==> src/rtl/larpix_piso_rx_if.sv <==
// Packet handshake bundle between the PISO receiver and its consumer.
// The master side drives the head-of-FIFO packet and its valid flag.
interface larpix_piso_rx_if #(
  parameter int WIDTH = 64
) ();
  logic [WIDTH-1:0] packet_out;
  logic             packet_parity_err;
  logic             packet_valid;
  logic             packet_ready;

  modport master (
    output packet_out,
    output packet_parity_err,
    output packet_valid,
    input  packet_ready
  );

  modport slave (
    input  packet_out,
    input  packet_parity_err,
    input  packet_valid,
    output packet_ready
  );
endinterface

==> src/rtl/larpix_piso_rx.sv <==
// Receive-side deserializer for one LArPix PISO UART lane: start/stop framing,
// odd-parity check, and a first-word-fall-through packet FIFO.
module larpix_piso_rx #(
  parameter int WIDTH      = 64,
  parameter int CLKDIV     = 4,
  parameter int FIFO_DEPTH = 8
) (
  input  logic                 clk,
  input  logic                 reset_n,
  input  logic                 piso,
  larpix_piso_rx_if.master     pkt,
  output logic                 framing_error,
  output logic [7:0]           overflow_count,
  output logic [15:0]          rx_count,
  output logic                 busy
);

  localparam int DW = $clog2(CLKDIV) + 1;
  localparam int AW = $clog2(FIFO_DEPTH) + 1;
  localparam int IW = AW - 1;

  localparam logic [DW-1:0] HALF_M1  = DW'(CLKDIV / 2 - 1);
  localparam logic [DW-1:0] FULL_M1  = DW'(CLKDIV - 1);
  localparam logic [6:0]    LAST_BIT = 7'(WIDTH - 1);
  localparam logic [AW-1:0] DEPTH_A  = AW'(FIFO_DEPTH);

  typedef enum logic [2:0] {
    IDLE      = 3'd0,
    START     = 3'd1,
    DATA      = 3'd2,
    STOP      = 3'd3,
    WAIT_HIGH = 3'd4
  } state_t;

  // Odd parity: a good packet has an odd number of ones.
  function automatic logic odd_parity_err(input logic [WIDTH-1:0] d);
    return ~(^d);
  endfunction

  logic [1:0]       sync_r;
  logic             rx_s;
  state_t           state_r;
  logic [DW-1:0]    div_cnt_r;
  logic [6:0]       bit_cnt_r;
  logic [WIDTH-1:0] shreg_r;
  logic             busy_r;
  logic             framing_error_r;
  logic             push_pend_r;
  logic [WIDTH:0]   push_data_r;

  logic [WIDTH:0]   mem_r [FIFO_DEPTH];
  logic [AW-1:0]    wr_r;
  logic [AW-1:0]    rd_r;
  logic             valid_r;
  logic [WIDTH:0]   head_r;
  logic [15:0]      rx_count_r;
  logic [7:0]       overflow_count_r;

  logic             pop_s;
  logic             push_s;
  logic             ovf_s;
  logic             full_s;
  logic [AW-1:0]    count_s;
  logic [AW-1:0]    remain_s;
  logic [AW-1:0]    rd_n_s;
  logic [AW-1:0]    wr_n_s;
  logic [WIDTH:0]   head_n_s;

  assign rx_s = sync_r[1];

  // Two-flop synchronizer for the serial line; idles high.
  always_ff @(posedge clk or negedge reset_n) begin
    if (!reset_n) begin
      sync_r <= 2'b11;
    end else begin
      sync_r <= {sync_r[0], piso};
    end
  end

  // Frame FSM: start-bit qualification, LSB-first shift, stop-bit check.
  always_ff @(posedge clk or negedge reset_n) begin
    if (!reset_n) begin
      state_r         <= IDLE;
      div_cnt_r       <= '0;
      bit_cnt_r       <= 7'd0;
      shreg_r         <= '0;
      busy_r          <= 1'b0;
      framing_error_r <= 1'b0;
      push_pend_r     <= 1'b0;
      push_data_r     <= '0;
    end else begin
      framing_error_r <= 1'b0;
      push_pend_r     <= 1'b0;
      case (state_r)
        IDLE: begin
          if (!rx_s) begin
            state_r   <= START;
            div_cnt_r <= '0;
            busy_r    <= 1'b1;
          end else begin
            busy_r    <= 1'b0;
          end
        end
        START: begin
          if (div_cnt_r == HALF_M1) begin
            div_cnt_r <= '0;
            if (!rx_s) begin
              state_r   <= DATA;
              bit_cnt_r <= 7'd0;
            end else begin
              // Line went back high before mid start bit: a glitch, not a frame.
              state_r <= IDLE;
              busy_r  <= 1'b0;
            end
          end else begin
            div_cnt_r <= div_cnt_r + DW'(1);
          end
        end
        DATA: begin
          if (div_cnt_r == FULL_M1) begin
            div_cnt_r <= '0;
            shreg_r   <= {rx_s, shreg_r[WIDTH-1:1]};
            if (bit_cnt_r == LAST_BIT) begin
              state_r <= STOP;
            end else begin
              bit_cnt_r <= bit_cnt_r + 7'd1;
            end
          end else begin
            div_cnt_r <= div_cnt_r + DW'(1);
          end
        end
        STOP: begin
          if (div_cnt_r == FULL_M1) begin
            div_cnt_r <= '0;
            if (rx_s) begin
              push_pend_r <= 1'b1;
              push_data_r <= {odd_parity_err(shreg_r), shreg_r};
              state_r     <= IDLE;
              busy_r      <= 1'b0;
            end else begin
              framing_error_r <= 1'b1;
              state_r         <= WAIT_HIGH;
            end
          end else begin
            div_cnt_r <= div_cnt_r + DW'(1);
          end
        end
        WAIT_HIGH: begin
          if (rx_s) begin
            state_r <= IDLE;
            busy_r  <= 1'b0;
          end else begin
            state_r <= WAIT_HIGH;
          end
        end
        default: begin
          state_r <= IDLE;
          busy_r  <= 1'b0;
        end
      endcase
    end
  end

  // FIFO control; a pop in the same cycle frees the slot for a push when full.
  always_comb begin
    pop_s    = valid_r & pkt.packet_ready;
    count_s  = wr_r - rd_r;
    full_s   = (count_s == DEPTH_A);
    push_s   = push_pend_r & (~full_s | pop_s);
    ovf_s    = push_pend_r & full_s & ~pop_s;
    rd_n_s   = rd_r + AW'(pop_s);
    wr_n_s   = wr_r + AW'(push_s);
    remain_s = count_s - AW'(pop_s);
    head_n_s = head_r;
    if (wr_n_s != rd_n_s) begin
      if (push_s && (remain_s == '0)) begin
        head_n_s = push_data_r;
      end else begin
        head_n_s = mem_r[rd_n_s[IW-1:0]];
      end
    end else begin
      head_n_s = head_r;
    end
  end

  // FIFO storage; contents are only observed through the registered head.
  always_ff @(posedge clk) begin
    if (push_s) begin
      mem_r[wr_r[IW-1:0]] <= push_data_r;
    end
  end

  // FIFO pointers, registered head/valid, and packet counters.
  always_ff @(posedge clk or negedge reset_n) begin
    if (!reset_n) begin
      wr_r             <= '0;
      rd_r             <= '0;
      valid_r          <= 1'b0;
      head_r           <= '0;
      rx_count_r       <= 16'd0;
      overflow_count_r <= 8'd0;
    end else begin
      wr_r    <= wr_n_s;
      rd_r    <= rd_n_s;
      valid_r <= (wr_n_s != rd_n_s);
      head_r  <= head_n_s;
      if (push_s) begin
        rx_count_r <= rx_count_r + 16'd1;
      end
      if (ovf_s && (overflow_count_r != 8'hFF)) begin
        overflow_count_r <= overflow_count_r + 8'd1;
      end
    end
  end

  assign pkt.packet_out        = head_r[WIDTH-1:0];
  assign pkt.packet_parity_err = head_r[WIDTH];
  assign pkt.packet_valid      = valid_r;
  assign framing_error         = framing_error_r;
  assign overflow_count        = overflow_count_r;
  assign rx_count              = rx_count_r;
  assign busy                  = busy_r;

endmodule

==> src/flat_wrapper.sv <==
// flat-port wrapper written by rule: the top's interface ports become plain ports
module larpix_piso_rx_flat 
#(
  parameter int WIDTH      = 64,
  parameter int CLKDIV     = 4,
  parameter int FIFO_DEPTH = 8
)
  (clk, reset_n, piso, framing_error, overflow_count, rx_count, busy, pkt_packet_out, pkt_packet_parity_err, pkt_packet_valid, pkt_packet_ready);
  larpix_piso_rx_if #(.WIDTH(WIDTH)) pkt_i ();
  input  logic clk;
  input  logic reset_n;
  input  logic piso;
  output logic framing_error;
  output logic [7:0] overflow_count;
  output logic [15:0] rx_count;
  output logic busy;
  output wire logic [$bits(pkt_i.packet_out)-1:0] pkt_packet_out;
  output wire logic [$bits(pkt_i.packet_parity_err)-1:0] pkt_packet_parity_err;
  output wire logic [$bits(pkt_i.packet_valid)-1:0] pkt_packet_valid;
  input wire logic [$bits(pkt_i.packet_ready)-1:0] pkt_packet_ready;
  assign pkt_packet_out = pkt_i.packet_out;
  assign pkt_packet_parity_err = pkt_i.packet_parity_err;
  assign pkt_packet_valid = pkt_i.packet_valid;
  assign pkt_i.packet_ready = pkt_packet_ready;
  larpix_piso_rx #(.WIDTH(WIDTH), .CLKDIV(CLKDIV), .FIFO_DEPTH(FIFO_DEPTH)) u_core (.clk(clk), .reset_n(reset_n), .piso(piso), .pkt(pkt_i), .framing_error(framing_error), .overflow_count(overflow_count), .rx_count(rx_count), .busy(busy));
endmodule
==> config.mk <==
export PLATFORM = sky130hd
export DESIGN_NAME = larpix_piso_rx_flat
export DESIGN_NICKNAME = d
export VERILOG_FILES = /design/src/rtl/larpix_piso_rx_if.sv /design/src/rtl/larpix_piso_rx.sv /design/src/flat_wrapper.sv
export SDC_FILE = /design/constraint.sdc
export NUM_CORES = 1
export LEC_CHECK = 0
export BUFFER_PORTS_ARGS = -buffer_cell sky130_fd_sc_hd__clkbuf_2
export CAP_MARGIN = 20
export CORE_ASPECT_RATIO = 1.75
export CORE_MARGIN = 2
export CORE_UTILIZATION = 60
export DETAILED_ROUTE_END_ITERATION = 7
export GPL_TIMING_DRIVEN = 1
export PLACE_DENSITY = 0.78
export SYNTH_ARGS = -nofsm -noshare
export SYNTH_HDL_FRONTEND = slang
export SYNTH_SLANG_ARGS = --single-unit
==> constraint.sdc <==
create_clock -name clk -period 10.1 [get_ports clk]
set_input_delay 1.01 -clock clk [delete_from_list [all_inputs] [get_ports clk]]
set_output_delay 1.01 -clock clk [all_outputs]
set_load 0.01 [all_outputs]
==> flow_metrics.tcl, run 1 <==
set metrics [dict create \
    clkSinkCount 765 \
    first_pass_iters 5 \
    path_class "flop to flop" \
    slowest_delay_ns 0.78 \
    worst_pin_slew_ns 1.12 \
    fill_cells 3330 \
    clk-insertion-delay-late_ns 0.60 \
    clock_skew_ns 0.0293 \
    rows 108 \
    core_um2 49700 \
    holdPathStages 0 \
    hold_slack_ns 0.358 \
    reg2reg_depth 16 \
    boundaryPins 96 \
    drt_first_iter_violations 1412 \
    die_h_um 301 \
    cts.path.max_buffers 3 \
    crit_chain "inv_1 -> ha_1 -> inv_1 -> fa_1 -> xor2_1 -> nor4b_1 -> nand3_1 -> nand2_1 -> inv_2 -> ha_1 -> ha_1 -> xor2_1 -> xor2_1 -> nor4_4 -> buf_4 -> o21ai_1" \
    synth_seq_cells 765 \
    cts_tree "done" \
    synthToLayoutAreaGrowth_pct 11.1 \
    slew_viol_final 0 \
    yosys.cell_types.count 43 \
    fin_area_um2 33600 \
    clock_tree.root_cell "clkbuf_16" \
    synth-edff-count 520 \
    finalCriticalPeriod_ns 4.91 \
    arrival_ns 5.33 \
    drive_above_1_share_pct 22.0 \
    synth_warnings 0 \
    io_buffers 95 \
    routedWlPerCell_um 23.5 \
    die_area_um2 52200 \
    syn_area_um2 30200 \
    h-tree-depth 3 \
    crit_path_start_kind "flop" \
    ys_top_cells_by_count "520 x edfxtp_1, 345 x nand2_1, 243 x dfrtp_1, 130 x mux4_2, 130 x o21ai_1" \
    route.antenna.remaining_nets 0 \
    synthFlopType "edfxtp_1" \
    drc 0 \
    grt_max_degree 150 \
    antenna_found_initial 0 \
    totalWireLength_um 62100 \
    grt_use_total_pct 24.5 \
    place_area_um2 31400 \
    setup_slack_ns 5.19 \
    hpwl_um 32100 \
    cts_resized 0 \
    yosysMostFrequentCell "edfxtp_1" \
    post_cts_buffers 0 \
    end_kind "flop" \
    maxSlewHeadroom_pct 25.2 \
    netlist.area_leader.share_pct 51.7 \
    maxCapViolCount 0 \
    required_ns 10.52 \
    finalSetupViolations 0 \
    synth_cells 1826 \
    via_per_inst 5.99 \
    fmaxAchievable_mhz 204 \
    max-vdd-ir-drop_mv 0.307 \
    grt.overflow.total 0 \
    rsz0062_at_grt "false" \
    synth_area_per_cell_um2 16.5 \
    critPathMaxFanout 93 \
    place.gp.congestion 0.775 \
    clkTransAtPathRegs_ns 0.06 \
    fin_crit_sh_pct 48.6 \
    ys_seq_area_share_pct 72.0 \
    final_core_utilization_pct 67.5 \
    synth-async-reset-ratio_pct 32.0 \
    yosysTopAreaCell "edfxtp_1" \
    grt_pass1_wl_um 97000 \
    die_w_um 174 \
    setup_tns_ns 0 \
    diodes 0 \
    slowest_stage "buf_4" \
    power_density_nw_per_um2 263 \
    status "finished, final reports clean" \
    cellLeakagePower_nw 13.6 \
    pre_cts_ws_ns 5.20 \
    ctsHoldBuffers 0 \
    syn-num-nets 1846 \
    dr_total_vias 15800 \
    grt_pass1_vias 16760 \
    ys_top_cells_by_area "edfxtp_1 52%, dfrtp_1 20%, mux4_2 9.7%" \
    holdCritPathClass "flop to flop" \
    nNetsFinal 1944 \
    cts_inserted_buffers 67 \
    finalHoldViolCount 0 \
    initial_core_util_pct 60.7 \
]
==> logic make-up (layout without fill, tap and decap cells) <==
family                     after synthesis  in the layout  share of synthesized area, %
xor gates and xnor gates               100            100                          2.90
AOI/OAI and AO/OA                      153            153                          2.64
adders and majority gates               16             16                         0.688
muxes                                  263            263                          14.4
DFF                                    765            765                          72.0
buffers and inverters                  112            265                          1.71
and+or+nand+nor                        417            417                          5.66
==> routing by layer <==
layer  track usage [%]  vias up  routed length, µm
met2              43.8      547              33200
met4              8.96        0               1860
li1                  -     6967                  -
met1              30.7     8156              23600
met3              3.26      130               3340
met5                 0        -                  0
==> area by class of cell <==
type | count | area [µm²] | share of cell area (%)
Tap cell | 660 | 826 | 2.46
Inverter | 20 | 75.1 | 0.224
Multi-Input combinational cell | 949 | 8040 | 24.0
Timing Repair Buffer | 121 | 718 | 2.14
Clock buffer | 95 | 1890 | 5.64
Clock inverter | 29 | 260 | 0.775
Sequential cell | 765 | 21700 | 64.8
==> through the flow <==
stage | total power, W | cells
after CTS | 0.00891 | 2639
after global placement | 0.00633 | 2515
final | 0.00881 | 2639
after floorplan | 0.00567 | 1826
after detailed placement | 0.00640 | 2515
after global routing | 0.00925 | 2639
==> path summary, 6_finish.rpt <==
path,start,to,slack [ns]
worst max-delay path,u_core.wr_r[0]$_DFF_PN0_,u_core.head_r[12]$_DFFE_PN0P_,5.19
worst min register to register,u_core.sync_r[0]$_DFF_PN1_,u_core.sync_r[1]$_DFF_PN1_,0.36
worst max register to register,u_core.wr_r[0]$_DFF_PN0_,u_core.head_r[12]$_DFFE_PN0P_,5.19
min in group asynchronous,reset_n,u_core.head_r[51]$_DFFE_PN0P_,0.43
max in group asynchronous,reset_n,u_core.head_r[22]$_DFFE_PN0P_,8.27
worst min-delay path,u_core.sync_r[0]$_DFF_PN1_,u_core.sync_r[1]$_DFF_PN1_,0.36
==> flip-flops by register name (all words and copies together), names as in the netlist, 4 cells and up <==
register / flops
u_core.wr_r: 4
u_core.rd_r: 4
u_core.overflow_count: 8
u_core.head_r: 65
u_core.push_data_r: 65
u_core.shreg_r: 64
u_core.bit_cnt_r: 7
u_core.mem_r: 520
u_core.rx_count: 16
==> placed cells by master, fill, tap and decap left out, drive strengths merged, types with 4 or more instances in the layout <==
cell,count
a21oi,10
and2,4
and3,6
buf,27
clkbuf,189
clkinv,19
dfrtp,243
edfxtp,520
ha,15
inv,24
mux2,66
mux2i,67
mux4,130
nand2,345
nand3,10
nand4,13
nor2,12
nor3,9
nor4,6
o21ai,135
xnor2,71
xor2,29
==> report_power, final <==
group          leakage (nW)  internal, W  switching [W]
registers              8.53      0.00353       0.000145
logic                  4.00      0.00118        0.00145
clock network          1.05      0.00140        0.00111
total                  13.6      0.00611        0.00271
==> worst max-delay path: cells and delay by family, from the launching register on <==
kind	cells	cell delay, ns
buffers and inverters	4	1.22
AND/OR/NAND/NOR	4	1.18
adder cells (fa/ha/maj)	4	1.02
XOR/XNOR	3	0.58
flip-flops	1	0.48
AO/OA/AOI/OAI	1	0.18
No activity file was read; power rests on OpenSTA's default activity.
==> run 2: changes to the inputs <==
- clock period: 10.1 -> 5.15 ns (I/O delays scaled with it)
==> flow_metrics.tcl, run 2 (synthesized netlist as in run 1, its figures left out) <==
set metrics [dict create \
    swShare_pct 30.8 \
    p_clk_share_pct 28.2 \
    slew_viol_final 0 \
    totalWireLength_um 60300 \
    diodes 0 \
    routedWlPerCell_um 22.8 \
    clock_skew_ns 0.0325 \
    h-tree-depth 3 \
    critPathTopFamily "adder cells" \
    via_per_inst 5.93 \
    grt_pass1_vias 16872 \
    finalSetupViolations 0 \
    path_class "flop to flop" \
    cts_tree "done" \
    crit_path_start_kind "flop" \
    required_ns 5.59 \
    drc 0 \
    hold_slack_ns 0.357 \
    p_comb_share_pct 30.5 \
    power_density_nw_per_um2 517 \
    dr_total_vias 15697 \
    grt_max_degree 112 \
    clk-insertion-delay-late_ns 0.60 \
    place.gp.congestion 0.767 \
    final_common_cell "edfxtp_1" \
    total_power_w 0.0175 \
    drive_above_1_share_pct 22.6 \
    clkSinkCount 765 \
    max-vdd-ir-drop_mv 0.412 \
    cp_num_buf_inv 4 \
    grt_pass1_wl_um 95700 \
    seqPwrFrac_pct 41.2 \
    antenna_found_initial 0 \
    grt.overflow.total 0 \
    post_cts_buffers 0 \
    slowest_stage "dfrtp_1" \
    boundaryPins 96 \
    switchingPower_w 0.00539 \
    clkTransAtPathRegs_ns 0.07 \
    die_w_um 174 \
    fin_crit_sh_pct 82.2 \
    largest_register_ffs 520 \
    route.antenna.remaining_nets 0 \
    die_area_um2 52200 \
    drt_first_iter_violations 1192 \
    first_pass_iters 5 \
    rows 108 \
    core_um2 49700 \
    slowest_delay_ns 0.58 \
    worst_pin_slew_ns 1.06 \
    finalCriticalPeriod_ns 4.24 \
    end_kind "flop" \
    initial_core_util_pct 60.7 \
    cellLeakagePower_nw 13.7 \
    status "finished, final reports clean" \
    final_cell_mix "520 x edfxtp_1, 345 x nand2_1, 243 x dfrtp_1, 130 x mux4_2, 130 x o21ai_1" \
    maxSlewHeadroom_pct 28.7 \
    rsz0062_at_grt "false" \
    holdCritPathClass "flop to flop" \
    arrival_ns 4.68 \
    rrSetupSlack_ns 0.91 \
    hpwl_um 32600 \
    grt_use_total_pct 23.9 \
    die_h_um 301 \
    synthToLayoutAreaGrowth_pct 12.0 \
    clock_tree.root_cell "clkbuf_16" \
    finalHoldViolCount 0 \
    cts_inserted_buffers 66 \
    nNetsFinal 1953 \
    crit_top_cell "ha_1" \
    maxCapViolCount 0 \
    p_int_w 0.0121 \
    io_buffers 95 \
    cts.path.max_buffers 3 \
    critPathMaxFanout 48 \
    fmaxAchievable_mhz 236 \
    crit_chain "inv_1 -> ha_1 -> inv_1 -> fa_1 -> nor4b_1 -> nand3_1 -> nand2_1 -> inv_2 -> ha_1 -> ha_1 -> xor2_1 -> xor2_1 -> nor4_4 -> buf_4 -> o21ai_1" \
]
run 2: cell types whose count changed in the layout (fill, tap and decap cells not counted), moves of 3 or more:
cell | previous run | this run
clkinv_2 | 9 | 14
buf_4 | 23 | 20
clkbuf_1 | 19 | 12
buf_12 | 3 | 14
run 2: area by class of cell:
cell class,instances,area (µm²)
sequential,765,21700
clock buffer,84,1790
fill,3248,15900
tap,660,826
inverter,20,75.1
multi-input combinational,949,8070
timing repair buffer,131,936
clock inverter,38,365
run 2: final timing paths:
check                                      startpoint                             to  cells after the start
max in group asynchronous                     reset_n  u_core.head_r[23]$_DFFE_PN0P_                      3
setup reg to reg             u_core.wr_r[0]$_DFF_PN0_  u_core.head_r[22]$_DFFE_PN0P_                     15
min in group asynchronous                     reset_n  u_core.head_r[62]$_DFFE_PN0P_                      2
hold / removal             u_core.sync_r[0]$_DFF_PN1_     u_core.sync_r[1]$_DFF_PN1_                      0
hold reg to reg            u_core.sync_r[0]$_DFF_PN1_     u_core.sync_r[1]$_DFF_PN1_                      0
setup / recovery             u_core.wr_r[0]$_DFF_PN0_  u_core.head_r[22]$_DFFE_PN0P_                     15
run 2: per-layer routing:
| metal | up-vias | wire length [µm] | GRT usage, % |
|---|---|---|---|
| met1 | 8143 | 23300 | 30.0 |
| li1 | 6995 | - | - |
| met3 | 102 | 3040 | 3.07 |
| met2 | 457 | 32300 | 43.0 |
| met4 | 0 | 1630 | 8.64 |
| met5 | - | 0 | 0 |
run 2: repair_timing:
action	in CTS	in global routing
endpoints found under the setup margin	0	0
gates resized for setup	0	0
hold buffers	2	0
hold endpoints to repair	42	0
run 2: metrics by stage:
step	cells	setup TNS (ns)	setup WS [ns]	cell area [µm²]	utilization [%]
after floorplan	1826	-487.90	-1.75	30200	-
after global placement	2523	0	1.09	31600	63.6
after detailed placement	2523	0	0.949	31600	63.6
after CTS	2647	0	0.921	33800	68.0
after global routing	2647	0	0.642	33800	68.0
final	2647	0	0.914	33800	68.0
run 2: power groups by stage:
stage,Combinational (W),Sequential [W],Clock (W)
after global routing,0.00584,0.00725,0.00525
after CTS,0.00544,0.00721,0.00501
final,0.00533,0.00720,0.00493
after detailed placement,0.00538,0.00733,0
after floorplan,0.00380,0.00738,0
after global placement,0.00522,0.00733,0
